==> src/rtl/kpyd_debouncer_if.sv <==
// kpyd_debouncer_if: raw key contact in, filtered level and glitch flag out.
interface kpyd_debouncer_if;
  logic raw_i;
  logic debounce_o;
  logic bounce_o;
  modport master (output raw_i, input debounce_o, bounce_o);
  modport slave (input raw_i, output debounce_o, bounce_o);
endinterface

==> src/rtl/kpyd_debouncer.sv <==
// kpyd_debouncer: keypad contact stability filter; define KPYD_DEBOUNCE_SYNC_EN to add a two-flop input synchronizer.
module kpyd_debouncer #(
  parameter int CYCLES_P = 16
) (
  input logic clk_i,
  input logic reset_i,
  kpyd_debouncer_if.slave kp
);
  localparam int CW = $clog2(CYCLES_P + 1);
  localparam logic [CW-1:0] LAST = CW'(CYCLES_P - 1);
  typedef enum logic [1:0] {
    released_s     = 2'b00,
    press_wait_s   = 2'b01,
    pressed_s      = 2'b10,
    release_wait_s = 2'b11
  } state_t;
  state_t state_r, state_n;
  logic [CW-1:0] cnt_r, cnt_n;
  logic bounce_r, bounce_n;
  logic s;
`ifdef KPYD_DEBOUNCE_SYNC_EN
  logic [1:0] sync_r;
  always_ff @(posedge clk_i)
    sync_r <= reset_i ? 2'b00 : {sync_r[0], kp.raw_i};
  assign s = sync_r[1];
`else
  assign s = kp.raw_i;
`endif
  always_comb begin
    state_n  = state_r;
    cnt_n    = cnt_r;
    bounce_n = 1'b0;
    case (state_r)
      released_s: begin
        state_n = s ? press_wait_s : released_s;
        cnt_n   = s ? CW'(1) : '0;
      end
      press_wait_s: begin
        state_n  = !s ? released_s : (cnt_r == LAST) ? pressed_s : press_wait_s;
        cnt_n    = (!s || cnt_r == LAST) ? '0 : cnt_r + CW'(1);
        bounce_n = !s;
      end
      pressed_s: begin
        state_n = !s ? release_wait_s : pressed_s;
        cnt_n   = !s ? CW'(1) : '0;
      end
      release_wait_s: begin
        state_n  = s ? pressed_s : (cnt_r == LAST) ? released_s : release_wait_s;
        cnt_n    = (s || cnt_r == LAST) ? '0 : cnt_r + CW'(1);
        bounce_n = s;
      end
      default: begin
        state_n = released_s;
        cnt_n   = '0;
      end
    endcase
  end
  always_ff @(posedge clk_i) begin
    if (reset_i) begin
      state_r  <= released_s;
      cnt_r    <= '0;
      bounce_r <= 1'b0;
    end else begin
      state_r  <= state_n;
      cnt_r    <= cnt_n;
      bounce_r <= bounce_n;
    end
  end
  // Level is the upper state bit: high in pressed_s and release_wait_s only.
  assign kp.debounce_o = state_r[1];
  assign kp.bounce_o   = bounce_r;
endmodule
==> src/flat_wrapper.sv <==
// flat-port wrapper written by rule: the top's interface ports become plain ports
module kpyd_debouncer_flat 
#(
  parameter int CYCLES_P = 16
)
  (clk_i, reset_i, kp_raw_i, kp_debounce_o, kp_bounce_o);
  kpyd_debouncer_if kp_i ();
  input logic clk_i;
  input logic reset_i;
  input wire logic [$bits(kp_i.raw_i)-1:0] kp_raw_i;
  output wire logic [$bits(kp_i.debounce_o)-1:0] kp_debounce_o;
  output wire logic [$bits(kp_i.bounce_o)-1:0] kp_bounce_o;
  assign kp_i.raw_i = kp_raw_i;
  assign kp_debounce_o = kp_i.debounce_o;
  assign kp_bounce_o = kp_i.bounce_o;
  kpyd_debouncer #(.CYCLES_P(CYCLES_P)) u_core (.clk_i(clk_i), .reset_i(reset_i), .kp(kp_i));
endmodule
==> config.mk <==
export PLATFORM = sky130hd
export DESIGN_NAME = kpyd_debouncer_flat
export DESIGN_NICKNAME = d
export VERILOG_FILES = /design/src/rtl/kpyd_debouncer_if.sv /design/src/rtl/kpyd_debouncer.sv /design/src/flat_wrapper.sv
export SDC_FILE = /design/constraint.sdc
export NUM_CORES = 1
export LEC_CHECK = 0
export ABC_AREA = 1
export BUFFER_PORTS_ARGS = -buffer_cell sky130_fd_sc_hd__clkbuf_2
export CORE_AREA = 2 2 39 41
export DETAILED_ROUTE_END_ITERATION = 7
export DIE_AREA = 0 0 41 43
export PLACE_DENSITY = 0.52
export SYNTH_ARGS = -nofsm -noshare
export SYNTH_HDL_FRONTEND = slang
export SYNTH_SLANG_ARGS = --single-unit
==> constraint.sdc <==
create_clock -name clk_i -period 1.4 [get_ports clk_i]
set_clock_uncertainty 0.05 [all_clocks]
set_input_delay 0.07 -clock clk_i [delete_from_list [all_inputs] [get_ports clk_i]]
set_output_delay 0.07 -clock clk_i [all_outputs]
set_load 0.05 [all_outputs]
# Yosys cells after proc, flatten, opt, wreduce, memory -nomap -nowiden
# Cells that the tools add are included.
totals:
  ff_bits: 8
  in_bits: 3
  output_inout_bits: 2
  word_cells: 25
classes:
  add_sub_neg: 1
  eq_ne: 4
  muxes: 13
  reduce_logical: 4
op_table:
  columns: ["cell", "count"]
  rows:
  - ["$pmux 5 s4", 1]
  - ["$mux 5", 2]
  - ["$mux 2", 4]
  - ["$pmux 2 s4", 1]
  - ["$add 5x1->5 const B", 1]
  - ["$eq 5x4->1 const B", 1]
  - ["$eq 2x2->1 const B", 2]
  - ["$mux 1", 4]
  - ["$eq 2x1->1 const B", 1]
  - ["$logic_not 2->1", 1]
  - ["$logic_or 1x1->1", 2]
  - ["$pmux 1 s2", 1]
  - ["$logic_not 1->1", 1]

# Longest topological paths before layout
logic_depth:
  depth_word: 4
  ltp_mapped: 7
  depth_no_buf: 7

# Worst setup path before layout
# No wires, ideal clock.
synth_path:
  path_type: "flip-flop to flip-flop"
  from: "reg u_core.cnt_r[0]"
  to: "reg u_core.state_r[1]"
  setup_ns: 0.117
  t_arrival_ns: 1.086
  required_time_ns: 1.233
  setup_slack_ns: 0.147
  stages_incl_launch_ff: 8
  n_path_buf: 0
  period_less_slack_ns: 1.253
  cell_sequence: "dfxtp_1 > ha_1 > nand2_1 > nor2_1 > ha_1 > nand2_1 > o21ai_0 > nor2_1"
synth_between:
  elab_chain_cells: 4
synth_lines:
  columns: ["element", "line_no", "text"]
  rows:
  - ["from (decl)", "kpyd_debouncer.sv:18", "logic [CW-1:0] cnt_r, cnt_n;"]
  - ["from (signal assigned)", "kpyd_debouncer.sv:65", "cnt_r <= cnt_n;"]
  - ["$eq 5x4->1 (*)", "kpyd_debouncer.sv:39, kpyd_debouncer.sv:48", null]
  - ["$mux 2 (on tied branches) (2 in a row)", "kpyd_debouncer.sv:48, kpyd_debouncer.sv:39", null]
  - ["$pmux 2 s4 (*)", "kpyd_debouncer.sv:33", "case (state_r)"]
  - ["to (signal assigned)", "kpyd_debouncer.sv:60", "state_r <= released_s;"]
  - ["to (signal assigned)", "kpyd_debouncer.sv:64", "state_r <= state_n;"]
  - ["to (decl)", "kpyd_debouncer.sv:17", "state_t state_r, state_n;"]
# Every way passes the cells marked *; elsewhere a longest branch is shown, timed or not.
# A chain may end at the register's enable or synchronous reset.

# Worst setup path after layout
layout_path:
  from: "reg u_core.cnt_r[1]"
  to: "reg u_core.state_r[1]"
# The elaborated chain is that of the path after synthesis.

==> results.sh <==
export IMPL_outcome="complete, no violations"
export IMPL_cts_tree="yes"
export IMPL_dieArea_mm2=0.00176
export IMPL_slew_headroom_pct=81.9
export IMPL_p_int_w=0.000340
export IMPL_synth_simple_area_share_pct=27.7
export IMPL_synth_cells=45
export IMPL_htreeDepth=1
export IMPL_die_w_um=41
export IMPL_vias=279
export IMPL_path_max_fanout=3
export IMPL_drive_gt1_share_pct=26.4
export IMPL_worst_ep_required_time_ns=1.49
export IMPL_switching_share_pct=20.9
export IMPL_layout_common_cells="nand2_1 (9), inv_1 (8), dfxtp_1 (8)"
export IMPL_tightest_slew_ns=0.273
export IMPL_clkSlewWorstSetupHoldPaths_ns=0.05
export IMPL_syn_to_final_growth_pct=21.6
export IMPL_critPathTopFamily="adder cells"
export IMPL_grt_ovfl_total=0
export IMPL_fmax_ghz=0.788
export IMPL_grt_max_degree=6
export IMPL_crit_top_cell="nand2_1"
export IMPL_start_util_pct=25.1
export IMPL_switchingPower_w=0.0000897
export IMPL_power_frac_seq_pct=54.9
export IMPL_clock_latency_ns=0.25
export IMPL_synth_distinct_cells=12
export IMPL_cts_root_buf="clkbuf_4"
export IMPL_combPwrFrac_pct=5.7
export IMPL_cp_slowest_cell="dfxtp_1"
export IMPL_fp_coreArea_mm2=0.00138
export IMPL_netlist_area_leader_share_pct=46.0
export IMPL_synth_compound_area_share_pct=4.32
export IMPL_fin_nets=61
export IMPL_slew_viol_final=0
export IMPL_cts_buffers=3
export IMPL_hold_buffers=0
export IMPL_power_total_w=0.000429
export IMPL_wl_per_cell_um=7.26
export IMPL_synth_mux_area_share_pct=0
export IMPL_layout_commonest_cell="nand2_1"
export IMPL_routed_wl_um=501
export IMPL_fin_setup_tns_ns=0
export IMPL_vdd_ir_drop_max_uv=213
export IMPL_routed_via_density=4.04
export IMPL_critical_path_class="reg2reg"
export IMPL_worstHoldPathType="in2reg"
export IMPL_grt_pass1_wl_um=807
export IMPL_setup_viol=0
export IMPL_n_antenna_cell=0
export IMPL_r2r_slack_ns=0.13
export IMPL_track_usage_pct=7.66
export IMPL_first_iter_violations=7
export IMPL_synth_top_family_by_area="simple AND/OR/NAND/NOR gates"
export IMPL_hold_viol=0
export IMPL_cap_viol_max_count=0
export IMPL_postRouteAntennaNets=0
export IMPL_globalplace_congestion=0.594
export IMPL_ctsLongestPathBuffers=2
export IMPL_cp_start_kind="flip-flop"
export IMPL_ys_seq_elements=8
export IMPL_p_per_area_mw_per_mm2=1020
export IMPL_period_needed_ns=1.27
export IMPL_synth_seq_area_share_pct=46.0
export IMPL_num_rows=14
export IMPL_final_util_pct=30.6
export IMPL_syn_cell_area_um2=348
export IMPL_end_kind="flip-flop"
export IMPL_die_h_um=43
export IMPL_grt_pass1_vias=228
export IMPL_synth_area_leader_cell="dfxtp_1"
export IMPL_num_fill_cells=157
export IMPL_fin_crit_sh_pct=90.6
export IMPL_worst_path_buf_inv=0
export IMPL_crit_chain="ha_2 -> nand2_1 -> nor2_2 -> ha_1 -> nand2_1 -> o21ai_1 -> nor2_1"
export IMPL_antenna_found_initial=0
export IMPL_dp_hpwl_um=402
export IMPL_cts_num_sinks=8
export IMPL_power_leakage_nw=0.193
export IMPL_synth_warnings=0
export IMPL_synth_xor_xnor_area_share_pct=2.52
export IMPL_dr_pass1_iters=4
export IMPL_synth_area_top_cells="dfxtp_1 (46%), ha_1 (11%), nand2_1 (9.7%), inv_1 (8.6%), nor2_1 (7.6%)"
export IMPL_remaining_drc_errors=0
export IMPL_p_clk_share_pct=39.4
export IMPL_io_pins=5
export IMPL_io_buffers=4
export IMPL_syn_avg_cell_area_um2=7.73
export IMPL_cp_data_arrival_time_ns=1.36
export IMPL_cpPeakStageDelay_ns=0.35
export IMPL_synth_fp_nets=51
export IMPL_synthAdderAreaFrac_pct=10.8
[area by class of cell]
cell class	instances	area (um2)	area share, %
Sequential cell	8	160	37.9
Inverter	8	30.0	7.10
Tap cell	16	20.0	4.73
Timing Repair Buffer	5	27.5	6.51
Clock buffer	3	22.5	5.33
Multi-Input combinational cell	29	163	38.5
[synthesized netlist by cell type, drive strengths merged]
| cell | instances |
|---|---|
| ha | 3 |
| xnor2 | 1 |
| nand3 | 1 |
| inv | 8 |
| dfxtp | 8 |
| nor2 | 9 |
| a21oi | 2 |
| nand2 | 11 |
| nand4 | 1 |
| o21ai | 1 |
[worst register-to-register path, stage by stage (launching register included)]
cell and delay (ns):
dfxtp_1 0.35, ha_2 0.19, nand2_1 0.06, nor2_2 0.11, ha_1 0.17, nand2_1 0.05
o21ai_1 0.12, nor2_1 0.05
[per-stage QoR]
step           area, um2  hold WS (ns)  setup WS [ns]  cells
6_report             423        0.0525          0.131     69
3_5_place_dp         395         0.316         0.0495     66
2_1_floorplan        348         0.183          0.147     45
4_1_cts              418        0.0484         0.0362     69
5_1_grt              423        0.0612       -0.00473     69
3_3_place_gp         395         0.303         0.0875     66
[per-layer routing]
metal | part of all wire (%) | track usage [%]
met2 | 49 | 10.3
met3 | 3.8 | 3.14
met5 | 0 | 0
met4 | 2.8 | 10.0
met1 | 45 | 7.17
[state kept, by name, indices dropped and copies added (netlist names)]
signal / count
u_core.state_r: 2
u_core.cnt_r: 5
u_core.kp.bounce_o: 1
[power groups by stage]
stage                     clock network (W)  logic [W]  registers (W)
final                              0.000169  0.0000243       0.000236
after global routing               0.000188  0.0000282       0.000236
after CTS                          0.000182  0.0000246       0.000236
after detailed placement                  0  0.0000244       0.000240
after global placement                    0  0.0000242       0.000241
after floorplan                           0  0.0000120       0.000243
[path summary, 6_finish.rpt]
check,cells past startpoint,endpoint,startpoint
min,3,u_core.state_r[1],kp_raw_i
max reg2reg,7,u_core.state_r[1],u_core.cnt_r[1]
max,7,u_core.state_r[1],u_core.cnt_r[1]
min reg2reg,2,u_core.kp.bounce_o,u_core.state_r[0]
[logic make-up after synthesis]
| family | Yosys count |
|---|---|
| AO/OA/AOI/OAI | 3 |
| buffers and inverters | 8 |
| flip-flops | 8 |
| AND/OR/NAND/NOR | 22 |
| adder cells (fa/ha/maj) | 3 |
| XOR/XNOR | 1 |
[repair_timing]
action                     CTS  global route
gates resized for setup      0             3
setup buffers                0             0
setup endpoints to repair    0             5
Power figures use the tool's default switching activity.
